## config.mk

```make
export PLATFORM = sky130hd
export DESIGN_NAME = fp_compare_pipe
export DESIGN_NICKNAME = d
export VERILOG_FILES = /design/src/rtl/fp_cmp_pkg.sv /design/src/rtl/fp_cmp_core.sv /design/src/rtl/fp_compare_pipe.sv
export SDC_FILE = /design/constraint.sdc
export NUM_CORES = 1
export LEC_CHECK = 0
export ABC_CLOCK_PERIOD_IN_PS = 1850
export CAP_MARGIN = 20
export CORE_ASPECT_RATIO = 0.5
export CORE_UTILIZATION = 48
export CTS_BUF_LIST = sky130_fd_sc_hd__clkbuf_8
export DETAILED_ROUTE_END_ITERATION = 12
export PLACE_DENSITY = 0.88
export SYNTH_ARGS = -nofsm -noshare
export SYNTH_HDL_FRONTEND = slang
export SYNTH_SLANG_ARGS = --single-unit
```

## constraint.sdc

```tcl
create_clock -name clk -period 1.85 [get_ports clk]
set_input_delay 0.185 -clock clk [delete_from_list [all_inputs] [get_ports clk]]
set_output_delay 0.185 -clock clk [all_outputs]
set_load 0.005 [all_outputs]
```

## src/rtl/fp_cmp_pkg.sv

```systemverilog
// Shared op encodings, stage-1 decode record and IEEE-style field helpers for
// the floating-point compare pipeline.
package fp_cmp_pkg;

  localparam logic [1:0] OP_CMP = 2'b00;
  localparam logic [1:0] OP_MIN = 2'b01;
  localparam logic [1:0] OP_MAX = 2'b10;

  typedef struct packed {
    logic sign_a;
    logic sign_b;
    logic exp_lt;
    logic exp_eq;
    logic frac_lt;
    logic frac_eq;
    logic zero_a;
    logic zero_b;
    logic nan_a;
    logic nan_b;
  } fp_dec_t;

  // Helpers work on a 64-bit container so any format up to 64 bits fits.
  function automatic logic fp_sign(input logic [63:0] x, input int w);
    return x[w-1];
  endfunction

  function automatic logic [63:0] fp_exp(input logic [63:0] x, input int exp_w, input int frac_w);
    return (x >> frac_w) & ((64'd1 << exp_w) - 64'd1);
  endfunction

  function automatic logic [63:0] fp_frac(input logic [63:0] x, input int frac_w);
    return x & ((64'd1 << frac_w) - 64'd1);
  endfunction

  function automatic logic [63:0] fp_qnan(input int exp_w, input int frac_w);
    logic [63:0] e_ones;
    e_ones = (64'd1 << exp_w) - 64'd1;
    return (e_ones << frac_w) | (64'd1 << (frac_w - 1));
  endfunction

endpackage

```

## src/rtl/fp_cmp_core.sv

```systemverilog
// Combinational classify/compare: a decode path feeding stage 1 and a resolve
// path turning the registered decode into flags and MIN/MAX result.
module fp_cmp_core
  import fp_cmp_pkg::*;
#(
  parameter int EXP_W  = 8,
  parameter int FRAC_W = 23,
  localparam int W     = 1 + EXP_W + FRAC_W
) (
  input  logic [W-1:0] dec_a_i,
  input  logic [W-1:0] dec_b_i,
  output fp_dec_t      dec_o,
  input  logic [W-1:0] res_a_i,
  input  logic [W-1:0] res_b_i,
  input  logic [1:0]   res_op_i,
  input  fp_dec_t      res_dec_i,
  output logic         lt_o,
  output logic         eq_o,
  output logic         gt_o,
  output logic         unord_o,
  output logic [W-1:0] res_o
);

  logic [EXP_W-1:0]  exp_a, exp_b;
  logic [FRAC_W-1:0] frac_a, frac_b;
  logic              mag_lt, mag_eq, both_zero;

  assign exp_a  = EXP_W'(fp_exp(64'(dec_a_i), EXP_W, FRAC_W));
  assign exp_b  = EXP_W'(fp_exp(64'(dec_b_i), EXP_W, FRAC_W));
  assign frac_a = FRAC_W'(fp_frac(64'(dec_a_i), FRAC_W));
  assign frac_b = FRAC_W'(fp_frac(64'(dec_b_i), FRAC_W));

  always_comb begin
    dec_o         = '0;
    dec_o.sign_a  = fp_sign(64'(dec_a_i), W);
    dec_o.sign_b  = fp_sign(64'(dec_b_i), W);
    dec_o.exp_lt  = exp_a < exp_b;
    dec_o.exp_eq  = exp_a == exp_b;
    dec_o.frac_lt = frac_a < frac_b;
    dec_o.frac_eq = frac_a == frac_b;
    dec_o.zero_a  = (exp_a == '0) && (frac_a == '0);
    dec_o.zero_b  = (exp_b == '0) && (frac_b == '0);
`ifdef FP_CMP_NAN_EN
    dec_o.nan_a   = (&exp_a) && (|frac_a);
    dec_o.nan_b   = (&exp_b) && (|frac_b);
`endif
  end

  assign mag_lt    = res_dec_i.exp_lt || (res_dec_i.exp_eq && res_dec_i.frac_lt);
  assign mag_eq    = res_dec_i.exp_eq && res_dec_i.frac_eq;
  assign both_zero = res_dec_i.zero_a && res_dec_i.zero_b;

  always_comb begin
    lt_o    = 1'b0;
    eq_o    = 1'b0;
    gt_o    = 1'b0;
    unord_o = 1'b0;
    res_o   = res_a_i;
    if (both_zero)                              eq_o = 1'b1;
    else if (res_dec_i.sign_a != res_dec_i.sign_b) begin
      if (res_dec_i.sign_a) lt_o = 1'b1;
      else                  gt_o = 1'b1;
    end
    else if (mag_eq)                            eq_o = 1'b1;
    // Among negatives the magnitude order flips.
    else if (mag_lt ^ res_dec_i.sign_a)         lt_o = 1'b1;
    else                                        gt_o = 1'b1;

    case (res_op_i)
      OP_MIN: if (gt_o || (eq_o && both_zero && !res_dec_i.sign_a)) res_o = res_b_i;
      OP_MAX: if (lt_o || (eq_o && both_zero && res_dec_i.sign_a))  res_o = res_b_i;
      default: res_o = res_a_i;
    endcase

`ifdef FP_CMP_NAN_EN
    if (res_dec_i.nan_a || res_dec_i.nan_b) begin
      lt_o    = 1'b0;
      eq_o    = 1'b0;
      gt_o    = 1'b0;
      unord_o = 1'b1;
      res_o   = res_a_i;
      if (res_op_i == OP_MIN || res_op_i == OP_MAX) begin
        if (res_dec_i.nan_a && res_dec_i.nan_b) res_o = W'(fp_qnan(EXP_W, FRAC_W));
        else if (res_dec_i.nan_a)               res_o = res_b_i;
        else                                    res_o = res_a_i;
      end
    end
`endif
  end

`ifndef FP_CMP_NAN_EN
  logic unused_nan;
  assign unused_nan = res_dec_i.nan_a ^ res_dec_i.nan_b;
`endif

endmodule

```

## src/rtl/fp_compare_pipe.sv

```systemverilog
// Two-stage valid/ready floating-point CMP/MIN/MAX pipeline.
// Define FP_CMP_NAN_EN to classify NaN operands as unordered.
module fp_compare_pipe
  import fp_cmp_pkg::*;
#(
  parameter int EXP_W  = 8,
  parameter int FRAC_W = 23,
  parameter int TAG_W  = 4,
  localparam int W     = 1 + EXP_W + FRAC_W
) (
  input  logic             clk,
  input  logic             rst_n,
  input  logic             in_valid,
  output logic             in_ready,
  input  logic [W-1:0]     in_a,
  input  logic [W-1:0]     in_b,
  input  logic [1:0]       in_op,
  input  logic [TAG_W-1:0] in_tag,
  output logic             out_valid,
  input  logic             out_ready,
  output logic             out_lt,
  output logic             out_eq,
  output logic             out_gt,
  output logic             out_unord,
  output logic [W-1:0]     out_res,
  output logic [TAG_W-1:0] out_tag
);

  logic             s1_valid_q;
  logic [W-1:0]     s1_a_q, s1_b_q;
  logic [1:0]       s1_op_q;
  logic [TAG_W-1:0] s1_tag_q;
  fp_dec_t          s1_dec_q, s1_dec_d;

  logic             out_valid_q, lt_q, eq_q, gt_q, unord_q;
  logic             lt_d, eq_d, gt_d, unord_d;
  logic [W-1:0]     res_q, res_d;
  logic [TAG_W-1:0] tag_q;

  logic s1_adv, s2_adv;

  assign s2_adv   = !out_valid_q || out_ready;
  assign s1_adv   = !s1_valid_q || s2_adv;
  assign in_ready = s1_adv;

  fp_cmp_core #(.EXP_W(EXP_W), .FRAC_W(FRAC_W)) u_core (
    .dec_a_i   (in_a),
    .dec_b_i   (in_b),
    .dec_o     (s1_dec_d),
    .res_a_i   (s1_a_q),
    .res_b_i   (s1_b_q),
    .res_op_i  (s1_op_q),
    .res_dec_i (s1_dec_q),
    .lt_o      (lt_d),
    .eq_o      (eq_d),
    .gt_o      (gt_d),
    .unord_o   (unord_d),
    .res_o     (res_d)
  );

  always_ff @(posedge clk) begin
    if (!rst_n) begin
      s1_valid_q <= 1'b0;
      s1_a_q     <= '0;
      s1_b_q     <= '0;
      s1_op_q    <= '0;
      s1_tag_q   <= '0;
      s1_dec_q   <= '0;
    end else if (s1_adv) begin
      s1_valid_q <= in_valid;
      if (in_valid) begin
        s1_a_q   <= in_a;
        s1_b_q   <= in_b;
        s1_op_q  <= in_op;
        s1_tag_q <= in_tag;
        s1_dec_q <= s1_dec_d;
      end
    end
  end

  // Output data only changes when a new result moves in, so it holds under stall.
  always_ff @(posedge clk) begin
    if (!rst_n) begin
      out_valid_q <= 1'b0;
      lt_q        <= 1'b0;
      eq_q        <= 1'b0;
      gt_q        <= 1'b0;
      unord_q     <= 1'b0;
      res_q       <= '0;
      tag_q       <= '0;
    end else if (s2_adv) begin
      out_valid_q <= s1_valid_q;
      if (s1_valid_q) begin
        lt_q    <= lt_d;
        eq_q    <= eq_d;
        gt_q    <= gt_d;
        unord_q <= unord_d;
        res_q   <= res_d;
        tag_q   <= s1_tag_q;
      end
    end
  end

  assign out_valid = out_valid_q;
  assign out_lt    = lt_q;
  assign out_eq    = eq_q;
  assign out_gt    = gt_q;
  assign out_unord = unord_q;
  assign out_res   = res_q;
  assign out_tag   = tag_q;

endmodule

```

# Word level (Yosys, flattened, before mapping)
# Index checks and enable logic that the tools add are counted.
# classes
mux	16
n_addsub	0
order_cmp	2
n_reduce_logical	22
n_div	0
bitwise_logic	1
eq_ne	5
n_mul	0
shifts	0
# ops
operator	count
32-bit 2-to-1 mux	2
32-bit case mux with 2 select lines	1
23-bit logical NOT	2
23-bit == test	1
23-bit < comparator	1
8-bit logical NOT	2
1-bit 2-to-1 mux	13
8-bit == test	1
1-bit logical AND	8
8-bit < comparator	1
1-bit logical OR	5
2-bit AND reduction	2
1-bit logical NOT	3
2-bit by 1-bit == test with 1-bit output, second input constant	1
2-bit == test, second input constant	1
1-bit inequality test	1
1-bit bitwise XOR	1
# totals
elab_cells	65
rom_bits	0
ram_bits	0
mem_count	0
latchBits	0
reg_bits	119

# Depth between registers and ports, before layout
# Gate-level depths: netlist (run 1).
# logic_depth
ltp_word	10
depth_mapped	9
ltp_nobuf	7

# Hierarchy
# From an unflattened synthesis (run 1), not the netlist that was laid out.
# unflattened
hier_cells	746
hier_area_um2	6454.9
# by_module_without_submodules
module	area_per_inst_um2	n_inst	cells_per_inst
fp_compare_pipe	4972.3	1	539
fp_cmp_core	1482.7	1	207

# Least setup slack after synthesis (run 1)
# Ideal clock, no wire load.
# synth_path
path_kind	reg2reg
from	reg s1_a_q[31] (netlist name)
to	reg res_q[11], in the netlist out_res[11]
path_stages_with_launch	10
period_less_slack_ps	1966
t_required_ps	1767
arrival_time_ps	1884
path_slack_ps	-116
cell_sequence	dfxtp_1 -> buf_6 -> inv_1 -> ha_1 -> a21o_1 -> a22o_1 -> o31ai_4 -> buf_6 -> nand2_1 -> o221ai_1
# synth_rtl
element	line_no	text
end signal, assigned	fp_compare_pipe.sv:98	res_q <= res_d;
end, declared	fp_compare_pipe.sv:37	logic [W-1:0] res_q, res_d;

==> PnR_summary.wiki, run 1 <==
{| class="wikitable"
! Metric !! Value
|-
| 1st-iter DRT viols || 976
|-
| Main combinational cell family by area after synthesis || compound AO/OA/AOI/OAI gates
|-
| Outcome || finished, violations left
|-
| Post-DR vias/cell || 6.39
|-
| Maximum clock skew at final layout || 0.0107 ns
|-
| Total length of routed wires || 24500 um
|-
| Violations in the final reports || negative setup slack
|-
| Final Hold Fails || 0
|-
| Highest fanout seen on the critical path || 19
|-
| Stages on worst setup path || 8
|-
| Ys async rst share || 0%
|-
| Crit path from || s1_a_q[31]$_SDFFE_PN0P_
|-
| GRT Util Overall || 31.0%
|-
| Area delta synth->final || 38.4%
|-
| Residual antenna-violating net count after detailed routing || 0
|-
| Final nets || 1108
|-
| Sequential cell area fraction in the yosys report || 33.7%
|-
| Share of synthesized area spent on multiplexers || 0.504%
|-
| Number of global-route vias before repair || 7465
|-
| Clock tree from TritonCTS || yes
|-
| Insertion delay of the later-clocked pin in the worst-skew pair || 0.47 ns
|-
| Initial cell density of the core || 50.2%
|-
| Count of pins over their slew limit || 0
|-
| Post-route DRC || 0
|-
| DP Worst Slack || -0.384 ns
|-
| Number of buffers created by CTS || 17
|-
| Total power || 0.00705 W
|-
| Die extent in y || 87.1 um
|-
| Number of levels the H-tree was split into || 4
|-
| Register bit total from synthesis || 117
|-
| TNS Setup || -1.90 ns
|-
| Most common cell after layout, fill and taps aside || sky130_fd_sc_hd__nand2_1
|-
| Count of hold buffers inserted by post-cts repair || 0
|-
| Power density over the cells || 733 nW/um2
|-
| R2R Setup Slk || -0.11 ns
|-
| Headroom to the max-slew limit || 41.1%
|-
| Category of the worst setup path launch point || flop
|-
| F_max || 511 MHz
|-
| Cell area after synthesis || 6950 um2
|-
| Clock period minus final worst setup slack || 1.96 ns
|-
| Clock share of power || 40.1%
|-
| End of the critical path || out_res[27]$_SDFFE_PN0P_
|-
| Proportion of layout cells with a drive suffix above 1 || 22.1%
|-
| Congestion Overflow GR || 0
|-
| Buffer cell driving the clock tree root || sky130_fd_sc_hd__clkbuf_8
|-
| Last weighted congestion value of the routability-driven placer || 0.929
|-
| XOR/XNOR Fraction of Synth Area || 0%
|-
| Metal-1 WL || 9250 um
|-
| Final setup vio count || 30
|-
| Routed wl met3 || 2460 um
|-
| Worst setup slack after layout || -0.108 ns
|-
| Share of the clock period used by the worst path || 106%
|-
| Cell count of the worst reg-to-reg path || 8
|-
| Simple-gate share of the synthesized area || 18.5%
|-
| Floorplan die area || 15000 um2
|-
| Total number of vias || 7697
|-
| Sequential share of power || 39.3%
|-
| N_diodes || 0
|-
| Arrival time at the worst endpoint || 2.29 ns
|-
| Largest net degree at the start of global routing || 59
|-
| Arithmetic-cell share of the synthesized area counting full adders, half adders and majority gates || 6.30%
|-
| Leading cell types in the layout, fill and taps excluded || sky130_fd_sc_hd__nand2_1, sky130_fd_sc_hd__dfxtp_1, sky130_fd_sc_hd__clkdlybuf4s50_1, sky130_fd_sc_hd__buf_4, sky130_fd_sc_hd__a21boi_0
|-
| Worst R2R Start || s1_a_q[31]$_SDFFE_PN0P_
|-
| Compound-Gate Fraction of Synth Area || 33.1%
|-
| Post-synth EDFFs || 0
|-
| Clock transition time at the flip-flop clock pins of the worst setup and hold paths || 0.07 ns
|-
| Avg Synthesized Cell Area || 8.34 um2
|-
| Data required time at the worst endpoint || 2.18 ns
|-
| Global-route wire length before repair || 36300 um
|-
| Setup repair after global routing missed its margin || yes
|-
| Total of max-cap violations || 0
|-
| Most used flip-flop cell after synthesis || sky130_fd_sc_hd__dfxtp_1
|-
| Wire length on met2 || 11400 um
|-
| Number of nets produced by synthesis || 942
|-
| Fraction of power consumed by combinational cells || 20.5%
|-
| Worst path top cell family by delay || compound AO/OA/AOI/OAI gates
|-
| Net Sw Frac || 29.2%
|-
| Pint || 0.00500 W
|-
| Port Buffer Count || 114
|-
| Fill cells || 913
|-
| Number of standard cells in the layout, taps in and fillers out || 1204
|-
| Worst-path cell with the longest stage delay || sky130_fd_sc_hd__dfxtp_2
|-
| Hold Path Class || in -> reg
|-
| Clk buf depth || 2
|-
| Horizontal die dimension || 172 um
|-
| Total half-perimeter wirelength after legalization and detailed placement || 15100 um
|-
| Leakage power || 3.83 nW
|-
| Average routed wire per standard cell || 20.4 um
|-
| Core area || 13900 um2
|-
| Number of synthesis warnings || 0
|-
| Worst vdd rail ir drop || 0.000510 V
|-
| Kind of critical path || reg -> reg
|-
| Critical path buffer and inverter count || 2
|-
| Floorplan row count || 30
|-
| Endpoint of the worst-slack reg-to-reg timing path || out_res[27]$_SDFFE_PN0P_
|-
| I/O pin count || 116
|-
| Topmost layer with routed signal wires || met4
|-
| Antenna violations before repair || 0
|-
| DRT Pass-1 Iters || 8
|-
| Slew of the pin with the lowest slew margin || 0.883 ns
|-
| Gate count after technology mapping || 833
|-
| Sinks on Clock Net || 117
|-
| Netlist cell types || 60
|-
| Cell-by-cell trace of the critical path || clkinvlp_4 -> ha_4 -> a21o_1 -> a21oi_2 -> o21ai_2 -> buf_12 -> a221oi_2 -> o221ai_2
|-
| Crit. End Element || flop
|-
| Cells after DPL || 1167
|-
| Net switching power || 0.00206 W
|-
| Max incr delay on CP || 0.35 ns
|}
==> worst min path at each step <==
| stage | from | endpoint | slack (ns) | depth (start not counted) |
|---|---|---|---|---|
| finish | rst_n | s1_a_q[31]$_SDFFE_PN0P_ | 0.25 | 3 |
| floorplan | in_valid | s1_valid_q$_SDFFE_PN0N_ | 0.32 | 2 |
| CTS | rst_n | s1_a_q[31]$_SDFFE_PN0P_ | 0.24 | 3 |
| global placement | s1_tag_q[0]$_SDFFE_PN0P_ | out_tag[0]$_SDFFE_PN0P_ | 0.45 | 2 |
| detailed placement | s1_tag_q[1]$_SDFFE_PN0P_ | out_tag[1]$_SDFFE_PN0P_ | 0.46 | 2 |
| global route | rst_n | s1_op_q[1]$_SDFFE_PN0P_ | 0.24 | 3 |
==> cell type report <==
cell class,count,area [um2],area share [%]
clock buffer,19,262,2.72
clock inverter,13,204,2.12
inverter,40,154,1.60
multi-input combinational,612,4340,45.1
sequential,117,2340,24.4
tap,192,240,2.50
timing repair buffer,211,2080,21.6
==> power groups by stage <==
stage          logic, W  clock network (W)  registers (W)
6_report        0.00145            0.00283        0.00278
5_1_grt         0.00154            0.00296        0.00279
4_1_cts         0.00134            0.00280        0.00276
3_5_place_dp    0.00129                  0        0.00281
3_3_place_gp    0.00124                  0        0.00280
2_1_floorplan  0.000698                  0        0.00278
==> state kept, by name, summed over array words and instances, names as in the netlist, 2 cells and up <==
register,count
out_tag,4
s1_dec_q,6
s1_b_q,32
out_res,32
s1_a_q,32
s1_tag_q,4
s1_op_q,2
==> worst reg2reg max path, cell delays in order, from the launching register on <==
cell and delay [ns]:
sky130_fd_sc_hd__dfxtp_2 0.35, sky130_fd_sc_hd__clkinvlp_4 0.10, sky130_fd_sc_hd__ha_4 0.24, sky130_fd_sc_hd__a21o_1 0.18, sky130_fd_sc_hd__a21oi_2 0.19, sky130_fd_sc_hd__o21ai_2 0.14, sky130_fd_sc_hd__buf_12 0.20, sky130_fd_sc_hd__a221oi_2 0.27
sky130_fd_sc_hd__o221ai_2 0.15
==> routing by layer <==
| layer | vias to the layer above | GRT usage [%] |
|---|---|---|
| met5 | - | 0 |
| met3 | 165 | 7.68 |
| met1 | 3614 | 35.7 |
| met4 | 0 | 17.5 |
| li1 | 3362 | - |
| met2 | 556 | 53.2 |
==> cell usage after synthesis (all sizes together) (30+ instances only) <==
cell | number | area (um2)
nor2 | 36 | 135
o211ai | 31 | 383
nand2 | 197 | 742
o221ai | 30 | 263
a2bb2oi | 30 | 263
buf | 40 | 308
o21ai | 42 | 214
ha | 35 | 438
inv | 40 | 150
a221oi | 31 | 309
dfxtp | 117 | 2340
a21boi | 78 | 586
==> kinds of logic (layout without fill, tap and decap cells) <==
logic type,after synthesis,after routing
adders and majority gates,35,35
AOI/OAI and AO/OA,281,281
buffers and inverters,104,283
DFF,117,117
other,1,1
muxes,3,3
and+or+nand+nor,292,292
==> through the flow <==
stage / hold WS, ns / utilization, % / instance area, um2
2_1_floorplan: 0.324 / - / 6980
3_3_place_gp: 0.448 / 63.6 / 8800
3_5_place_dp: 0.462 / 63.6 / 8800
4_1_cts: 0.239 / 67.8 / 9400
5_1_grt: 0.236 / 69.4 / 9620
6_report: 0.247 / 69.4 / 9620
==> timing repair <==
action / in CTS / in global routing
endpoints found under the setup margin: 30 / 31
gates cloned: 1 / 1
setup buffers: 0 / 3
pin swaps: 1 / 1
resized for setup: 22 / 29
(Power assumes the default switching activity.)
==> run 2: changes to the inputs <==
Settings changed: CORE_UTILIZATION 48 to 45, PLACE_DENSITY 0.88 to 0.84.
==> run 2 against run 1 <==
Net effect:
- the flow still finishes with violations (negative setup slack)
- die area grew 6.5%
- clock power barely moved
- clock skew about the same
- critical path depth is the same
- maximum frequency up 0.20%
- setup slack better by 0.0039 ns
- sequential share of layout area down 0.14 points
- first-iteration DRC count is 20% lower
- non-clock buffer count decreased by 7
- largest power group unchanged
- highest routed layer unchanged
==> PnR_summary.wiki, run 2 (synthesized netlist as in run 1, its figures left out) <==
{| class="wikitable"
! Metric !! Value
|-
| Horizontal die dimension || 178 um
|-
| I/O pin count || 116
|-
| Slew of the pin with the lowest slew margin || 0.532 ns
|-
| Number of buffers created by CTS || 17
|-
| Final setup vio count || 30
|-
| Antenna violations before repair || 0
|-
| Sinks on Clock Net || 117
|-
| Leakage power || 3.81 nW
|-
| F_max || 512 MHz
|-
| Critical path buffer and inverter count || 2
|-
| Final Hold Fails || 0
|-
| Leading cell types in the layout, fill and taps excluded || sky130_fd_sc_hd__nand2_1, sky130_fd_sc_hd__dfxtp_1, sky130_fd_sc_hd__clkdlybuf4s50_1, sky130_fd_sc_hd__a21boi_0, sky130_fd_sc_hd__buf_4
|-
| Arrival time at the worst endpoint || 2.32 ns
|-
| Worst vdd rail ir drop || 0.000505 V
|-
| Max incr delay on CP || 0.36 ns
|-
| Power density over the cells || 725 nW/um2
|-
| Initial cell density of the core || 47.0%
|-
| Insertion delay of the later-clocked pin in the worst-skew pair || 0.45 ns
|-
| Clock share of power || 40.1%
|-
| Fraction of power consumed by combinational cells || 20.4%
|-
| Most common cell after layout, fill and taps aside || sky130_fd_sc_hd__nand2_1
|-
| Total power || 0.00702 W
|-
| Clock transition time at the flip-flop clock pins of the worst setup and hold paths || 0.07 ns
|-
| Total number of vias || 7366
|-
| Headroom to the max-slew limit || 63.6%
|-
| Data required time at the worst endpoint || 2.21 ns
|-
| Largest net degree at the start of global routing || 68
|-
| Outcome || finished, violations left
|-
| Floorplan die area || 16000 um2
|-
| Congestion Overflow GR || 0
|-
| Area delta synth->final || 39.2%
|-
| Buffer cell driving the clock tree root || sky130_fd_sc_hd__clkbuf_8
|-
| Category of the worst setup path launch point || flop
|-
| Cells after DPL || 1169
|-
| Clock period minus final worst setup slack || 1.95 ns
|-
| Worst path top cell family by delay || compound AO/OA/AOI/OAI gates
|-
| Pint || 0.00499 W
|-
| Number of levels the H-tree was split into || 4
|-
| Highest fanout seen on the critical path || 8
|-
| Share of the clock period used by the worst path || 106%
|-
| Net switching power || 0.00203 W
|-
| Global-route wire length before repair || 34600 um
|-
| Core area || 14800 um2
|-
| 1st-iter DRT viols || 781
|-
| Final nets || 1101
|-
| Fill cells || 1111
|-
| Register cell area after layout || 2340 um2
|-
| Count of pins over their slew limit || 0
|-
| Clk buf depth || 2
|-
| Violations in the final reports || negative setup slack
|-
| Total half-perimeter wirelength after legalization and detailed placement || 14900 um
|-
| Sequential share of power || 39.5%
|-
| Residual antenna-violating net count after detailed routing || 0
|-
| Clock tree from TritonCTS || yes
|-
| Average routed wire per standard cell || 19.3 um
|-
| Maximum clock skew at final layout || 0.0106 ns
|-
| Footprint of the multi-input gates || 4440 um2
|-
| Floorplan row count || 31
|-
| Total of max-cap violations || 0
|-
| Setup repair after global routing missed its margin || yes
|-
| Worst-path cell with the longest stage delay || sky130_fd_sc_hd__dfxtp_2
|-
| DRT Pass-1 Iters || 6
|-
| N_diodes || 0
|-
| Worst setup slack after layout || -0.104 ns
|-
| Post-route DRC || 0
|-
| Count of hold buffers inserted by post-cts repair || 0
|-
| Worst hold margin || 0.189 ns
|-
| Post-DR vias/cell || 6.12
|-
| Total length of routed wires || 23200 um
|-
| Last weighted congestion value of the routability-driven placer || 0.876
|-
| Cell-by-cell trace of the critical path || clkinvlp_4 -> ha_4 -> a21o_1 -> a22o_1 -> o31ai_4 -> buf_4 -> nand2_1 -> o221ai_2
|-
| Hold Path Class || in -> reg
|-
| Crit. End Element || flop
|-
| Util after Layout || 65.5%
|-
| Die extent in y || 89.9 um
|-
| Proportion of layout cells with a drive suffix above 1 || 23.1%
|-
| Net Sw Frac || 28.9%
|-
| GRT Util Overall || 27.4%
|-
| Kind of critical path || reg -> reg
|-
| Port Buffer Count || 114
|-
| Number of standard cells in the layout, taps in and fillers out || 1203
|-
| Number of global-route vias before repair || 7080
|}
[run 2: cell types whose count changed in the layout (fill, tap and decap cells not counted), moves of 2 or more]
cell and delta:
sky130_fd_sc_hd__o221ai_2 +5, sky130_fd_sc_hd__buf_4 -5, sky130_fd_sc_hd__o221ai_1 -7, sky130_fd_sc_hd__buf_6 -3
sky130_fd_sc_hd__a221oi_2 +7, sky130_fd_sc_hd__a221oi_1 -5, sky130_fd_sc_hd__a221oi_4 -2, sky130_fd_sc_hd__o221ai_4 +2
[run 2: path summary, 6_finish.rpt]
check / startpoint / to / slack, ns / cells after the start
worst min-delay path: rst_n / s1_b_q[3]$_SDFFE_PN0P_ / 0.19 / 2
worst max-delay path: s1_a_q[31]$_SDFFE_PN0P_ / out_res[4]$_SDFFE_PN0P_ / -0.10 / 8
worst min register to register: out_tag[3]$_SDFFE_PN0P_ / out_tag[3]$_SDFFE_PN0P_ / 0.47 / 2
worst max register to register: s1_a_q[31]$_SDFFE_PN0P_ / out_res[4]$_SDFFE_PN0P_ / -0.10 / 8
[run 2: stage by stage]
step	area (um2)	setup WS (ns)	setup TNS, ns
after detailed placement	8790	-0.315	-2.47
after global routing	9670	-0.160	-4.03
after CTS	9400	-0.0694	-1.24
final	9670	-0.104	-2.09
after floorplan	6980	-0.0000761	-0.00152
after global placement	8790	-0.218	-0.790
[run 2: timing repair]
item,CTS,global route
pin swaps,1,2
setup buffers,1,0
resized for setup,20,42
cloned,1,1
setup endpoints to repair,30,32
[run 2: cell type report]
class	count	area share, %
clock inverters	13	2.11
well taps	198	2.56
multi-input cells	612	45.8
inverters	40	1.59
clock buffers	19	2.70
flip-flops and latches	117	24.2
repair buffers	204	21.0
[run 2: power by group through the flow]
stage	clock network (W)	registers [W]	logic, W
floorplan	0	0.00278	0.000698
detailed placement	0	0.00281	0.00129
global placement	0	0.00280	0.00124
CTS	0.00281	0.00276	0.00133
finish	0.00281	0.00277	0.00143
global route	0.00290	0.00278	0.00153
[run 2: layer usage]
| layer | global-route usage, % | vias up | share of wire, % |
|---|---|---|---|
| li1 | - | 3344 | - |
| met1 | 33.2 | 3561 | 41 |
| met2 | 46.0 | 369 | 48 |
| met3 | 5.46 | 92 | 7.2 |
| met4 | 13.7 | 0 | 4.1 |
| met5 | 0 | - | 0 |
[run 2: worst register-to-register path, stage by stage (launching register included)]
cell and delay [ns]:
sky130_fd_sc_hd__dfxtp_2 0.36, sky130_fd_sc_hd__clkinvlp_4 0.11, sky130_fd_sc_hd__ha_4 0.24, sky130_fd_sc_hd__a21o_1 0.21
sky130_fd_sc_hd__a22o_1 0.28, sky130_fd_sc_hd__o31ai_4 0.25, sky130_fd_sc_hd__buf_4 0.23, sky130_fd_sc_hd__nand2_1 0.10
sky130_fd_sc_hd__o221ai_2 0.09
==> run 3: changes to the inputs <==
Settings changed: CTS_BUF_LIST sky130_fd_sc_hd__clkbuf_8 to sky130_fd_sc_hd__clkbuf_4.
==> run 3 against run 2 <==
Net effect:
- the flow still finishes with violations (negative setup slack)
- first-iteration DRC count is 1.3% lower
- global-route usage decreased by 1.0 points
- clock skew up 0.0076 ns
- clock power is 20% lower
- critical path depth did not move
- count of clock-buffer cells in the layout decreased by 2
- die area stayed put
- sequential power about the same
- sequential share of layout area grew 1.2 points
- critical path type unchanged
==> PnR_summary.wiki, run 3 (synthesized netlist as in run 1, its figures left out) <==
{| class="wikitable"
! Metric !! Value
|-
| Count of hold buffers inserted by post-cts repair || 0
|-
| Clk buf depth || 2
|-
| Final nets || 1100
|-
| Headroom to the max-slew limit || 62.9%
|-
| Share of the clock period used by the worst path || 106%
|-
| Crit path from || s1_a_q[31]$_SDFFE_PN0P_
|-
| Violations in the final reports || negative setup slack
|-
| Floorplan die area || 16000 um2
|-
| Proportion of layout cells with a drive suffix above 1 || 18.9%
|-
| Data required time at the worst endpoint || 2.31 ns
|-
| Insertion delay of the later-clocked pin in the worst-skew pair || 0.55 ns
|-
| Worst vdd rail ir drop || 0.000374 V
|-
| Final setup vio count || 30
|-
| GRT Util Overall || 26.4%
|-
| Clock tree from TritonCTS || yes
|-
| Category of the worst setup path launch point || flop
|-
| Total half-perimeter wirelength after legalization and detailed placement || 14900 um
|-
| Slew of the pin with the lowest slew margin || 0.543 ns
|-
| Buffer cell driving the clock tree root || sky130_fd_sc_hd__clkbuf_4
|-
| Worst hold margin || 0.0869 ns
|-
| Hold path cells || 2
|-
| Average routed wire per standard cell || 17.9 um
|-
| Hold Path Origin || rst_n
|-
| Global-route wire length before repair || 33500 um
|-
| Most common cell after layout, fill and taps aside || sky130_fd_sc_hd__nand2_1
|-
| Setup repair after global routing missed its margin || yes
|-
| Util after Layout || 62.5%
|-
| Number of levels the H-tree was split into || 4
|-
| Number of buffers created by CTS || 17
|-
| Post-DR vias/cell || 5.96
|-
| Antenna violations before repair || 0
|-
| Floorplan row count || 31
|-
| Sinks on Clock Net || 117
|-
| Residual antenna-violating net count after detailed routing || 0
|-
| Port Buffer Count || 114
|-
| Cell count of the worst reg-to-reg path || 8
|-
| I/O pin count || 116
|-
| Count of pins over their slew limit || 0
|-
| Die extent in y || 89.9 um
|-
| Total of max-cap violations || 0
|-
| Post-route DRC || 0
|-
| Leading cell types in the layout, fill and taps excluded || sky130_fd_sc_hd__nand2_1, sky130_fd_sc_hd__dfxtp_1, sky130_fd_sc_hd__clkdlybuf4s50_1, sky130_fd_sc_hd__a21boi_0, sky130_fd_sc_hd__buf_4
|-
| Clock period minus final worst setup slack || 1.95 ns
|-
| Hold Path Class || in -> reg
|-
| Leakage power || 3.67 nW
|-
| Core area || 14800 um2
|-
| Congestion Overflow GR || 0
|-
| Largest net degree at the start of global routing || 68
|-
| Total power || 0.00637 W
|-
| Worst R2R Start || s1_a_q[31]$_SDFFE_PN0P_
|-
| Highest fanout seen on the critical path || 30
|-
| Final instance area || 9240 um2
|-
| Horizontal die dimension || 178 um
|-
| Fill cells || 1184
|-
| Power density over the cells || 690 nW/um2
|-
| Worst setup slack after layout || -0.105 ns
|-
| Area delta synth->final || 32.9%
|-
| 1st-iter DRT viols || 771
|-
| Last weighted congestion value of the routability-driven placer || 0.876
|-
| Total number of vias || 7160
|-
| F_max || 512 MHz
|-
| Arrival time at the worst endpoint || 2.41 ns
|-
| Total length of routed wires || 21500 um
|-
| Clock transition time at the flip-flop clock pins of the worst setup and hold paths || 0.12 ns
|-
| Area after DPL || 8790 um2
|-
| Kind of critical path || reg -> reg
|-
| Outcome || finished, violations left
|-
| Crit. End Element || flop
|-
| Final Hold Fails || 0
|-
| DRT Pass-1 Iters || 5
|-
| Maximum clock skew at final layout || 0.0183 ns
|-
| N_diodes || 0
|-
| Number of global-route vias before repair || 6862
|-
| Initial cell density of the core || 47.0%
|}
==> run 3: cell count changes in the layout (fill, tap and decap cells not counted), sizes merged <==
cell | before | now
clkinv | 4 | 6
clkbuf | 20 | 17
==> run 3: final cells by class <==
class / instances / area, um2 / share of cell area (%)
clock buffers: 17 / 128 / 1.38
inverters: 40 / 154 / 1.67
repair buffers: 203 / 1980 / 21.5
multi-input cells: 612 / 4170 / 45.1
flip-flops and latches: 117 / 2350 / 25.4
clock inverters: 15 / 211 / 2.29
well taps: 198 / 248 / 2.68
==> run 3: repair_timing <==
item / CTS / global route
setup endpoints to repair: 31 / 30
setup buffers: 0 / 1
endpoints found under the hold margin: 0 / 0
gates resized for setup: 5 / 14
==> run 3: power breakdown <==
part	total, W	switching [W]	internal (W)
registers	0.00276	0.000126	0.00264
logic	0.00134	0.000688	0.000656
clock network	0.00226	0.00107	0.00119
total	0.00637	0.00189	0.00448
==> run 3: per-layer routing <==
layer / GRT usage, % / share of wire (%)
met4: 11.8 / 2.8
met2: 44.5 / 49
met5: 0 / 0
met1: 32.6 / 41
met3: 4.95 / 7.3
==> run 3: final timing paths <==
path                                                  to  slack, ns
worst max-delay path            out_res[12]$_SDFFE_PN0P_      -0.10
worst min-delay path              s1_b_q[6]$_SDFFE_PN0P_       0.09
worst max register to register  out_res[12]$_SDFFE_PN0P_      -0.10
worst min register to register   out_tag[2]$_SDFFE_PN0P_       0.47
==> run 3: through the flow <==
stage	instances	setup TNS [ns]	setup slack [ns]
6_report	1202	-2.39	-0.105
4_1_cts	1201	-0.715	-0.0449
3_5_place_dp	1169	-2.47	-0.315
3_3_place_gp	1169	-0.790	-0.218
2_1_floorplan	833	-0.00152	-0.0000761
5_1_grt	1202	-4.63	-0.182
==> run 3: worst max-delay path: stages (launching register included) <==
cell	delay (ns)
sky130_fd_sc_hd__dfxtp_2	0.38
sky130_fd_sc_hd__clkinvlp_4	0.12
sky130_fd_sc_hd__ha_4	0.25
sky130_fd_sc_hd__a21o_1	0.19
sky130_fd_sc_hd__a21oi_2	0.17
sky130_fd_sc_hd__mux2i_1	0.12
sky130_fd_sc_hd__or2_1	0.26
sky130_fd_sc_hd__buf_12	0.19
sky130_fd_sc_hd__o221ai_1	0.17
